<file path="config.mk">
export PLATFORM = sky130hd
export DESIGN_NAME = battousai_mem_access
export DESIGN_NICKNAME = d
export VERILOG_FILES = /design/src/rtl/battousai_mem_access.sv
export SDC_FILE = /design/constraint.sdc
export NUM_CORES = 1
export LEC_CHECK = 0
export CELL_PAD_IN_SITES_DETAIL_PLACEMENT = 1
export CELL_PAD_IN_SITES_GLOBAL_PLACEMENT = 1
export CORE_AREA = 2 2 215 217
export CTS_CLUSTER_SIZE = 14
export DETAILED_ROUTE_END_ITERATION = 12
export DIE_AREA = 0 0 217 219
export MAX_ROUTING_LAYER = met4
export PLACE_DENSITY = 0.9
export SLEW_MARGIN = 20
export SYNTH_ARGS = -nofsm -noshare
export SYNTH_HDL_FRONTEND = slang
export SYNTH_SLANG_ARGS = --single-unit
export TNS_END_PERCENT = 10
</file>
<file path="constraint.sdc">
create_clock -name clk -period 2.46 [get_ports clk]
set_input_delay 0.492 -clock clk [delete_from_list [all_inputs] [get_ports clk]]
set_output_delay 0.492 -clock clk [all_outputs]
set_load 0.1 [all_outputs]
</file>
<file path="src/rtl/battousai_mem_access.sv">
// rtl/battousai_mem_access.sv - load/store memory access FSM with sub-word read-merge-write
module battousai_mem_access (
  input  logic        clk,
  input  logic        reset,
  input  logic        start,
  input  logic [31:0] Instr31_0,
  input  logic [63:0] Address,
  input  logic [63:0] Store_Data,
  input  logic [63:0] Mem_Dataout,
  input  logic        Mem_Ready,
  output logic [63:0] Mem_Addr,
  output logic [63:0] Mem_Datain,
  output logic        Mem_Rd,
  output logic        Mem_Wr,
  output logic [63:0] Dataout,
  output logic        busy,
  output logic        done,
  output logic        misaligned
);

  typedef enum logic [2:0] {IDLE, READ, MERGE, WRITE, DONE} state_t;

  state_t      state, state_nx;
  logic [63:0] addr_q, sdata_q, rd_q;
  logic [2:0]  f3_q;
  logic        load_q, mis_q;

  logic [6:0]  opcode;
  logic [2:0]  funct3, off;
  logic        is_load, is_store, fault, accept;
  logic [5:0]  shift_q;
  logic [63:0] lane_mask, merged;
  logic        unused_instr;

  assign opcode       = Instr31_0[6:0];
  assign funct3       = Instr31_0[14:12];
  assign off          = Address[2:0];
  assign unused_instr = ^{Instr31_0[31:15], Instr31_0[11:7]};

  assign is_load  = (opcode == 7'd3)  && (funct3 != 3'd7);
  assign is_store = (opcode == 7'd35) && !funct3[2];
  assign accept   = (state == IDLE) && start && (is_load || is_store);

  // Alignment check; access size is encoded in funct3[1:0] for both loads and stores
  always_comb begin
    fault = 1'b0;
    case (funct3[1:0])
      2'd1:    fault = off[0];
      2'd2:    fault = |off[1:0];
      2'd3:    fault = |off;
      default: fault = 1'b0;
    endcase
  end

  assign shift_q = {addr_q[2:0], 3'b000};

  // Byte-lane mask of the pending sub-word store, before shifting into position
  always_comb begin
    lane_mask = '1;
    case (f3_q[1:0])
      2'd0:    lane_mask = 64'h0000_0000_0000_00FF;
      2'd1:    lane_mask = 64'h0000_0000_0000_FFFF;
      2'd2:    lane_mask = 64'h0000_0000_FFFF_FFFF;
      default: lane_mask = '1;
    endcase
  end

  assign merged = (rd_q & ~(lane_mask << shift_q)) | ((sdata_q & lane_mask) << shift_q);

  // Moore outputs: everything decodes from state so reset clears them immediately
  assign busy       = (state != IDLE);
  assign Mem_Rd     = (state == READ);
  assign Mem_Wr     = (state == WRITE);
  assign done       = (state == DONE);
  assign misaligned = (state == DONE) && mis_q;
  assign Mem_Addr   = busy ? {addr_q[63:3], 3'b000} : 64'd0;

  // State register
  always_ff @(posedge clk or negedge reset) begin
    if (!reset) state <= IDLE;
    else        state <= state_nx;
  end

  // Next-state logic
  always_comb begin
    state_nx = state;
    case (state)
      IDLE: begin
        if (accept) begin
          if (fault)                 state_nx = DONE;
          else if (is_load)          state_nx = READ;
          else if (funct3 == 3'd3)   state_nx = WRITE;
          else                       state_nx = READ;
        end
      end
      READ:    if (Mem_Ready) state_nx = load_q ? DONE : MERGE;
      MERGE:   state_nx = WRITE;
      WRITE:   if (Mem_Ready) state_nx = DONE;
      DONE:    state_nx = IDLE;
      default: state_nx = IDLE;
    endcase
  end

  // Request latch, load capture, read word capture and write-word generation
  always_ff @(posedge clk or negedge reset) begin
    if (!reset) begin
      addr_q     <= '0;
      sdata_q    <= '0;
      rd_q       <= '0;
      f3_q       <= '0;
      load_q     <= 1'b0;
      mis_q      <= 1'b0;
      Dataout    <= '0;
      Mem_Datain <= '0;
    end else begin
      if (accept) begin
        addr_q  <= Address;
        sdata_q <= Store_Data;
        f3_q    <= funct3;
        load_q  <= is_load;
        mis_q   <= fault;
        if (is_store && (funct3 == 3'd3) && !fault) Mem_Datain <= Store_Data;
      end
      if ((state == READ) && Mem_Ready) begin
        if (load_q) Dataout <= Mem_Dataout >> shift_q;
        else        rd_q    <= Mem_Dataout;
      end
      if (state == MERGE) Mem_Datain <= merged;
    end
  end

endmodule

</file>
After elaboration in Yosys (flattened, before gate mapping)
Cells that the tools add are included.
{"block": "op_classes", "n_eq_ne": 16, "shifts": 3, "mux": 14, "bitwise": 5, "n_reduce_logical": 22}
{"cell": "2-to-1 mux 64 bit", "n": 4}
{"cell": "case mux 64 bit (3 select lines)", "n": 1}
{"cell": "AND 64 bit", "n": 2}
{"cell": "left shift 64 x 6 -> 64 bit", "n": 2}
{"cell": "NOT 64 bit", "n": 1}
{"cell": "bitwise OR 64 bit", "n": 1}
{"cell": ">> shifter 64 x 6 -> 64 bit", "n": 1}
{"cell": "2-to-1 mux 3 bit", "n": 5}
{"cell": "case mux 3 bit (4 select lines)", "n": 1}
{"cell": "== test 3 x 2 -> 1 bit, second input constant", "n": 3}
{"cell": "logical AND 1 bit", "n": 8}
{"cell": "== test 7 x 2 -> 1 bit, second input constant", "n": 1}
{"cell": "== test 7 x 6 -> 1 bit, second input constant", "n": 1}
{"cell": "== test 2 bit, second input constant", "n": 3}
{"cell": "inequality test 2 bit, second input constant", "n": 3}
{"cell": "AND reduction 2 bit", "n": 3}
{"cell": "== test 2 x 1 -> 1 bit, second input constant", "n": 2}
{"cell": "2-to-1 mux 2 bit", "n": 2}
{"cell": "nonzero test 2 bit", "n": 2}
{"cell": "== test 3 x 1 -> 1 bit, second input constant", "n": 1}
{"cell": "== test 3 bit, second input constant", "n": 1}
{"cell": "zero test 3 bit", "n": 1}
{"cell": "inequality test 3 bit, second input constant", "n": 1}
{"cell": "case mux 1 bit (3 select lines)", "n": 1}
{"cell": "other kinds (8)", "n": 9}
{"block": "word_totals", "register_bits": 327}

Longest topological paths before layout
Gate-level depths: netlist of the first run.
{"block": "depth", "ltp_word": 7, "ltp_mapped": 9, "ltp_nobuf": 5}

Least setup slack after synthesis of the first run
Ideal clock, no wire load.
{"block": "synth_path", "path_type": "reg2reg", "from": "register state[1]", "to": "register Dataout[54]", "setup_ns": 0.136, "arrival_ns": 3.134, "setup_slack_ns": -0.809, "path_stages_with_launch": 9, "n_path_buf": 3, "cell_sequence": "dfrtp_1 -> buf_2 -> nand2b_1 -> nor2_1 -> nand3_1 -> buf_2 -> buf_1 -> nand2_1 -> o31ai_1"}
{"block": "synth_between", "elab_chain_cells": 3}
{"item": "start, declared", "line_no": "23", "source": "state_t state, state_nx;"}
{"item": "start signal, assigned", "line_no": "81", "source": "else state <= state_nx;"}
{"item": "== test 3 x 1 -> 1 bit"}
{"item": "net Mem_Rd", "line_no": "13", "source": "output logic Mem_Rd,"}
{"item": "logical AND 1 bit", "line_no": "124", "source": "if ((state == READ) && Mem_Ready) begin"}
{"item": "AND reduction 2 bit (no source line)"}
{"item": "end signal, assigned", "line_no": "125", "source": "if (load_q) Dataout <= Mem_Dataout >> shift_q;"}
{"item": "end, declared", "line_no": "15", "source": "output logic [63:0] Dataout,"}
The timed path passes the listed nets, and every way through them passes these cells.
A chain may end at the register's enable or synchronous reset.

Final worst setup path of the first run
{"block": "layout_path", "from": "register state[2]", "to": "output Mem_Addr[34]"}
{"block": "layout_between", "elab_chain_cells": 2}
{"item": "nonzero test 3 bit", "line_no": "71", "source": "assign busy = (state != IDLE);"}
{"item": "2-to-1 mux 64 bit", "line_no": "76", "source": "assign Mem_Addr = busy ? {addr_q[63:3], 3'b000} : 64'd0;"}
{"item": "end, declared", "line_no": "11", "source": "output logic [63:0] Mem_Addr,"}
No other way between the ends.

==> results of run 1 <==
==> routing by layer <==
layer,global-route usage [%],up-vias
met2,53.2,691
met1,39.8,8034
met5,-,-
li1,-,6673
met3,5.43,130
met4,9.18,0
==> layout make-up <==
class,instances,area (um2),area share (%)
antenna,3,7.51,0.0312
clock buffer,54,1120,4.66
clock inverter,14,183,0.759
inverter,10,37.5,0.156
multi-input combinational,1112,8070,33.5
sequential,327,8190,34.0
tap,600,751,3.12
timing repair buffer,541,5700,23.7
==> final timing paths <==
path                       depth (start not counted)  startpoint  slack (ns)              to
max in group asynchronous                          3       reset        1.22        rd_q[41]
hold reg to reg                                    1  addr_q[62]        0.48      addr_q[62]
setup reg to reg                                   6   addr_q[0]        0.07  Mem_Datain[39]
hold / removal                                     1  addr_q[62]        0.48      addr_q[62]
setup / recovery                                   6    state[2]        0.02    Mem_Addr[34]
min in group asynchronous                          2       reset        0.50      Dataout[2]
==> what timing repair did <==
| action | CTS | global route |
|---|---|---|
| resized for setup | 11 | 3 |
| pin swaps | 1 | 0 |
| endpoints found under the setup margin | 62 | 22 |
| gates cloned | 0 | 1 |
| buffers inserted | 3 | 0 |
| hold endpoints to repair | 54 | 0 |
| hold buffers | 1 | 0 |
==> power by group through the flow <==
stage / Sequential, mW / Combinational, mW / Clock (mW)
floorplan: 11.2 / 4.46 / 0
global placement: 7.89 / 11.7 / 0
detailed placement: 7.98 / 12.0 / 0
CTS: 7.94 / 12.2 / 6.08
global route: 8.09 / 12.7 / 6.31
finish: 7.98 / 12.3 / 6.03
==> cells in the final DEF (no fill, tap or decap), types with 9 or more instances in the layout <==
master             n
a221oi_1          30
a31oi_1           44
buf_12            86
nand2_1          209
nor2_1            42
dfrtp_1          322
a32oi_1           10
a211oi_1          12
a221o_1           11
clkbuf_8           9
clkbuf_16         40
nor3b_1           14
o21a_1             9
nor2b_1           71
o21ai_0           87
a22oi_1           28
mux2_2           143
mux2_1            80
o211ai_1          20
o31ai_1           27
o21ai_1            9
a21oi_1           53
nand3_1           27
mux2i_1           95
buf_4            247
clkdlybuf4s50_1  204
==> sequential cells by signal (all words and copies together) (netlist names) <==
name	cells
Dataout	64
Mem_Datain	64
addr_q	64
f3_q	2
load_q	1
mis_q	1
rd_q	64
sdata_q	64
state	3
==> kinds of logic (layout without fill, tap and decap cells) <==
group | count (synthesis) | after routing | synth area share (%)
buffers and inverters | 147 | 619 | 4.39
flip-flops | 327 | 327 | 48.3
AO/OA/AOI/OAI | 395 | 395 | 15.9
other | 1 | 6 | 0.0222
multiplexers | 318 | 318 | 20.5
AND/OR/NAND/NOR | 396 | 396 | 10.9
==> stage by stage <==
stage / TNS (ns) / util [%]
after global routing: -0.243 / 53.4
after detailed placement: -32.92 / 50.2
after CTS: 0 / 53.3
after floorplan: -8.93 / -
after global placement: -23.91 / 50.2
final: 0 / 53.4
==> impl_metrics.json, run 1 <==
{
  "rsz0062_at_grt": "yes",
  "top_layer": "met4",
  "vias": 15528,
  "cp.required_ns": 1.97,
  "post_drt_wl_per_cell_um": 28.2,
  "synthFlopType": "dfrtp_1",
  "drtPass1Iterations": 5,
  "hp-class": "flip-flop to flip-flop",
  "cts_made_buffers": 38,
  "cp_top_family": "buffers and inverters",
  "synthDistinctLibCells": 58,
  "wl_met3_um": 4890,
  "wl_met2_um": 37500,
  "finalPower_mw": 26.3,
  "io_pins": 425,
  "ys_warn_count": 0,
  "clockPowerShare_pct": 22.9,
  "worst_pin_slew_ns": 0.845,
  "core-area_um2": 45100,
  "nNetsFinal": 2258,
  "criticalPathCategory": "flip-flop to output port",
  "slew_headroom_pct": 43.1,
  "syn2layout_area_growth_pct": 42.2,
  "clock_skew_ns": 0.0188,
  "ys_async_sr_fraction_pct": 100,
  "synthTopCellsByArea": "dfrtp_1 48%, mux2_2 9.5%, mux2i_1 5.6%",
  "dpl.cell_count": 2585,
  "slowest_delay_ns": 0.35,
  "vdd_ir_drop_max_mv": 1.01,
  "synth_common_cells": "327 x dfrtp_1, 209 x nand2_1, 143 x mux2_2",
  "swShare_pct": 46.3,
  "synth_top_area_share_pct": 48.3,
  "grt_usage_pct": 31.9,
  "critPathBufInv": 4,
  "synth_top_area_cell": "dfrtp_1",
  "design_area_um2": 24100,
  "combPwrFrac_pct": 46.7,
  "fin_crit_ns": 2.44,
  "seqPwrFrac_pct": 30.4,
  "instances_no_fill": 2661,
  "detail-route-antenna-nets": 0,
  "synth.yosys.seq_area_share_pct": 48.3,
  "avgSynthCellArea_um2": 10.7,
  "dieArea_um2": 47500,
  "setup_ws_ns": 0.0218,
  "slowest_stage": "dfrtp_1",
  "num_rows": 78,
  "initial_core_util_pct": 37.5,
  "cp_max_fo": 31,
  "crit_path_start_kind": "flip-flop",
  "cap_violations": 0,
  "arrival_ns": 1.95,
  "dp_hpwl_um": 56400,
  "leakagePower_nw": 10.7,
  "wl_um": 75000,
  "grt_first_pass_wirelength_um": 110000,
  "clk_transition_reported_paths_ns": 0.06,
  "drive_gt1_share_pct": 27.4,
  "ys_ff_latch": 327,
  "pre_cts_ws_ns": -0.299,
  "yosysMostFrequentCell": "dfrtp_1",
  "gp_congestion": 0.925,
  "insertion_delay_ns": 0.56,
  "status": "finished, final reports clean",
  "die_y_um": 219,
  "tritoncts": "done",
  "grt_max_degree": 82,
  "power.density_nw_per_um2": 1090,
  "slew_viol_final": 0,
  "finalHoldViolations": 0,
  "syn_inst": 1584,
  "wl_met1_um": 30300,
  "netSwitchingPower_mw": 12.2,
  "setup_viol": 0,
  "route.detailed.drc": 0,
  "synth_edf_count": 0,
  "grt_overflow": 0,
  "critPathCaptureType": "output port",
  "vias_per_cell": 5.84,
  "drt_iter0_markers": 1395,
  "clockBufferDepth": 3,
  "htree_levels": 2,
  "hold_ws_ns": 0.480,
  "place_area_um2": 22600,
  "syn_area_um2": 16900,
  "cts.sinks": 327,
  "fmax_ghz": 0.410,
  "grt_pass1_vias": 16574,
  "port_buffers": 399,
  "fin_crit_sh_pct": 99.1,
  "die_w_um": 217,
  "fillers": 4778,
  "cts-root-buf": "clkbuf_16",
  "antenna_found_initial": 3,
  "worstPathCellList": "buf_4 > nor3_4 > buf_4 > buf_12 > nor2b_1 > buf_12",
  "p_int_mw": 14.1
}
Power figures use the tool's default switching activity.
==> run 2, diff against run 1 <==
--- a/config.mk
+++ b/config.mk
@@ -8,6 +8,7 @@
 export CELL_PAD_IN_SITES_DETAIL_PLACEMENT = 1
 export CELL_PAD_IN_SITES_GLOBAL_PLACEMENT = 1
 export CORE_AREA = 2 2 215 217
+export CTS_CLUSTER_DIAMETER = 50
 export CTS_CLUSTER_SIZE = 14
 export DETAILED_ROUTE_END_ITERATION = 12
 export DIE_AREA = 0 0 217 219
==> run 2 against run 1 <==
  * The flow now finishes with violations (negative setup slack)
  * Sequential power is essentially flat
  * Cell area grew 0.44%
  * Clock power increased by 1%
  * Routed wire length increased by 0.50%
  * Worst hold slack better by 0.0042 ns
  * Register-to-register slack improved by 0.03 ns
  * Via count increased by 0.12%
  * Highest routed layer unchanged
==> impl_metrics.json, run 2 (synthesized netlist as in run 1, its figures left out) <==
{
  "syn2layout_area_growth_pct": 42.8,
  "place_area_um2": 22600,
  "swShare_pct": 47.2,
  "layout_commonest_cell": "dfrtp_1",
  "netSwitchingPower_mw": 12.5,
  "drive_gt1_share_pct": 28.5,
  "slowest_delay_ns": 0.35,
  "leakagePower_nw": 10.7,
  "slew_headroom_pct": 44.3,
  "worstPathCellList": "buf_4 > nor3_4 > buf_4 > clkbuf_16 > nor2b_1 > buf_12",
  "setup_viol": 3,
  "die_y_um": 219,
  "slew_viol_final": 0,
  "gp_congestion": 0.925,
  "core-area_um2": 45100,
  "dp_hpwl_um": 56400,
  "vdd_ir_drop_max_mv": 0.989,
  "dieArea_um2": 47500,
  "drt_iter0_markers": 1305,
  "rr_worst_depth": 6,
  "nNetsFinal": 2262,
  "drtPass1Iterations": 5,
  "io_pins": 425,
  "pre_cts_ws_ns": -0.299,
  "hp-class": "flip-flop to flip-flop",
  "wl_um": 75400,
  "post_drt_wl_per_cell_um": 28.3,
  "fmax_ghz": 0.398,
  "finalSetupTns_ns": -0.104,
  "clk_transition_reported_paths_ns": 0.06,
  "crit_path_start_kind": "flip-flop",
  "power.density_nw_per_um2": 1100,
  "cts-root-buf": "clkbuf_16",
  "criticalPathCategory": "flip-flop to output port",
  "grt_first_pass_wirelength_um": 110000,
  "fin_crit_ns": 2.51,
  "cap_violations": 0,
  "r2r-end": "Dataout[3]",
  "grt_max_degree": 82,
  "timing.rr.start": "addr_q[0]",
  "route.detailed.drc": 0,
  "initial_core_util_pct": 37.5,
  "port_buffers": 399,
  "tritoncts": "done",
  "grt_overflow": 0,
  "cp_max_fo": 15,
  "cp.required_ns": 1.97,
  "insertion_delay_ns": 0.58,
  "crit_path_end": "Mem_Addr[10]",
  "vias_per_cell": 5.83,
  "status": "finished with violations",
  "clockPowerShare_pct": 23.0,
  "critPathCaptureType": "output port",
  "slowest_stage": "dfrtp_1",
  "reg2reg_slack_ns": 0.10,
  "utilization_pct": 53.6,
  "clockBufferDepth": 3,
  "finalHoldViolations": 0,
  "fillers": 4767,
  "fin_crit_sh_pct": 102,
  "worst_pin_slew_ns": 0.831,
  "grt_usage_pct": 31.8,
  "cpMostUsedCell": "buf_4",
  "arrival_ns": 2.02,
  "cts_made_buffers": 41,
  "combPwrFrac_pct": 47.0,
  "design_area_um2": 24200,
  "antenna_found_initial": 2,
  "seqPwrFrac_pct": 30.0,
  "rsz0062_at_grt": "yes",
  "htree_levels": 2,
  "final_cell_mix": "322 x dfrtp_1, 247 x buf_4, 209 x nand2_1",
  "detail-route-antenna-nets": 0,
  "num_rows": 78,
  "cp-startpoint": "state[2]",
  "hold_ws_ns": 0.485,
  "cts.sinks": 327,
  "clock_skew_ns": 0.0333,
  "violations": "negative setup slack",
  "p_int_mw": 14.0,
  "setup_ws_ns": -0.0525,
  "vias": 15547,
  "die_w_um": 217,
  "grt_pass1_vias": 16589
}
run 2: cell count changes in the layout (fill, tap and decap cells not counted), moves of 2 or more:
cell        change
bufinv_16       -3
nor2b_1        -14
clkinvlp_4      +6
clkbuf_8        -7
clkinv_8        +2
nor2b_2        +14
o21ai_1         +2
clkinv_2        -4
clkbuf_1        -4
clkbuf_16       +4
clkinv_4        +5
inv_6           +5
inv_8           +2
o21ai_0         -2
run 2: worst min-delay path by stage:
stage | start | end | slack, ns | cells after the start
6_report | addr_q[36] | addr_q[36] | 0.48 | 1
2_1_floorplan | reset | Dataout[0] | 0.20 | 0
4_1_cts | addr_q[62] | addr_q[62] | 0.48 | 1
3_3_place_gp | addr_q[56] | addr_q[56] | 0.46 | 1
3_5_place_dp | addr_q[62] | addr_q[62] | 0.47 | 1
5_1_grt | addr_q[38] | addr_q[38] | 0.50 | 1
run 2: power by group through the flow:
| stage | sequential, mW | clock, mW | combinational [mW] |
|---|---|---|---|
| 5_1_grt | 8.08 | 6.38 | 12.9 |
| 4_1_cts | 7.93 | 6.16 | 12.2 |
| 2_1_floorplan | 11.2 | 0 | 4.46 |
| 6_report | 7.96 | 6.10 | 12.5 |
| 3_5_place_dp | 7.98 | 0 | 12.0 |
| 3_3_place_gp | 7.89 | 0 | 11.7 |
run 2: layout make-up:
cell class | count | area [um2] | share of cell area [%]
multi-input combinational | 1112 | 8110 | 33.6
tap | 600 | 751 | 3.11
antenna | 2 | 5.00 | 0.0207
timing repair buffer | 542 | 5720 | 23.7
clock inverter | 27 | 260 | 1.08
clock buffer | 46 | 1090 | 4.49
inverter | 10 | 37.5 | 0.155
sequential | 327 | 8190 | 33.9
run 2: critical path, delay by kind of cell (launching register included):
family	cells	cell delay (ns)
buffers and inverters	4	0.75
and+or+nand+nor	2	0.34
DFF	1	0.35
run 2: layer usage:
metal  up-vias  routed length (um)  track usage, %  share of wire (%)
li1       6696                   -               -                  -
met1      8002               29700            39.2                 39
met2       693               37300            52.6                 50
met3       156                5530            5.72                7.3
met4         0                2730            11.0                3.6
met5         -                   0               -                  0
run 2: through the flow:
step	power, mW	cells
after floorplan	15.6	1586
after global placement	19.6	2585
after detailed placement	20.0	2585
after CTS	26.3	2662
after global routing	27.4	2666
final	26.5	2666
run 2: timing repair:
action | CTS | global route
endpoints found under the setup margin | 62 | 67
endpoints found under the hold margin | 54 | 0
gates resized for setup | 14 | 17
cloned | 0 | 2
pin swaps | 1 | 0
hold buffers | 1 | 0
setup buffers | 3 | 0
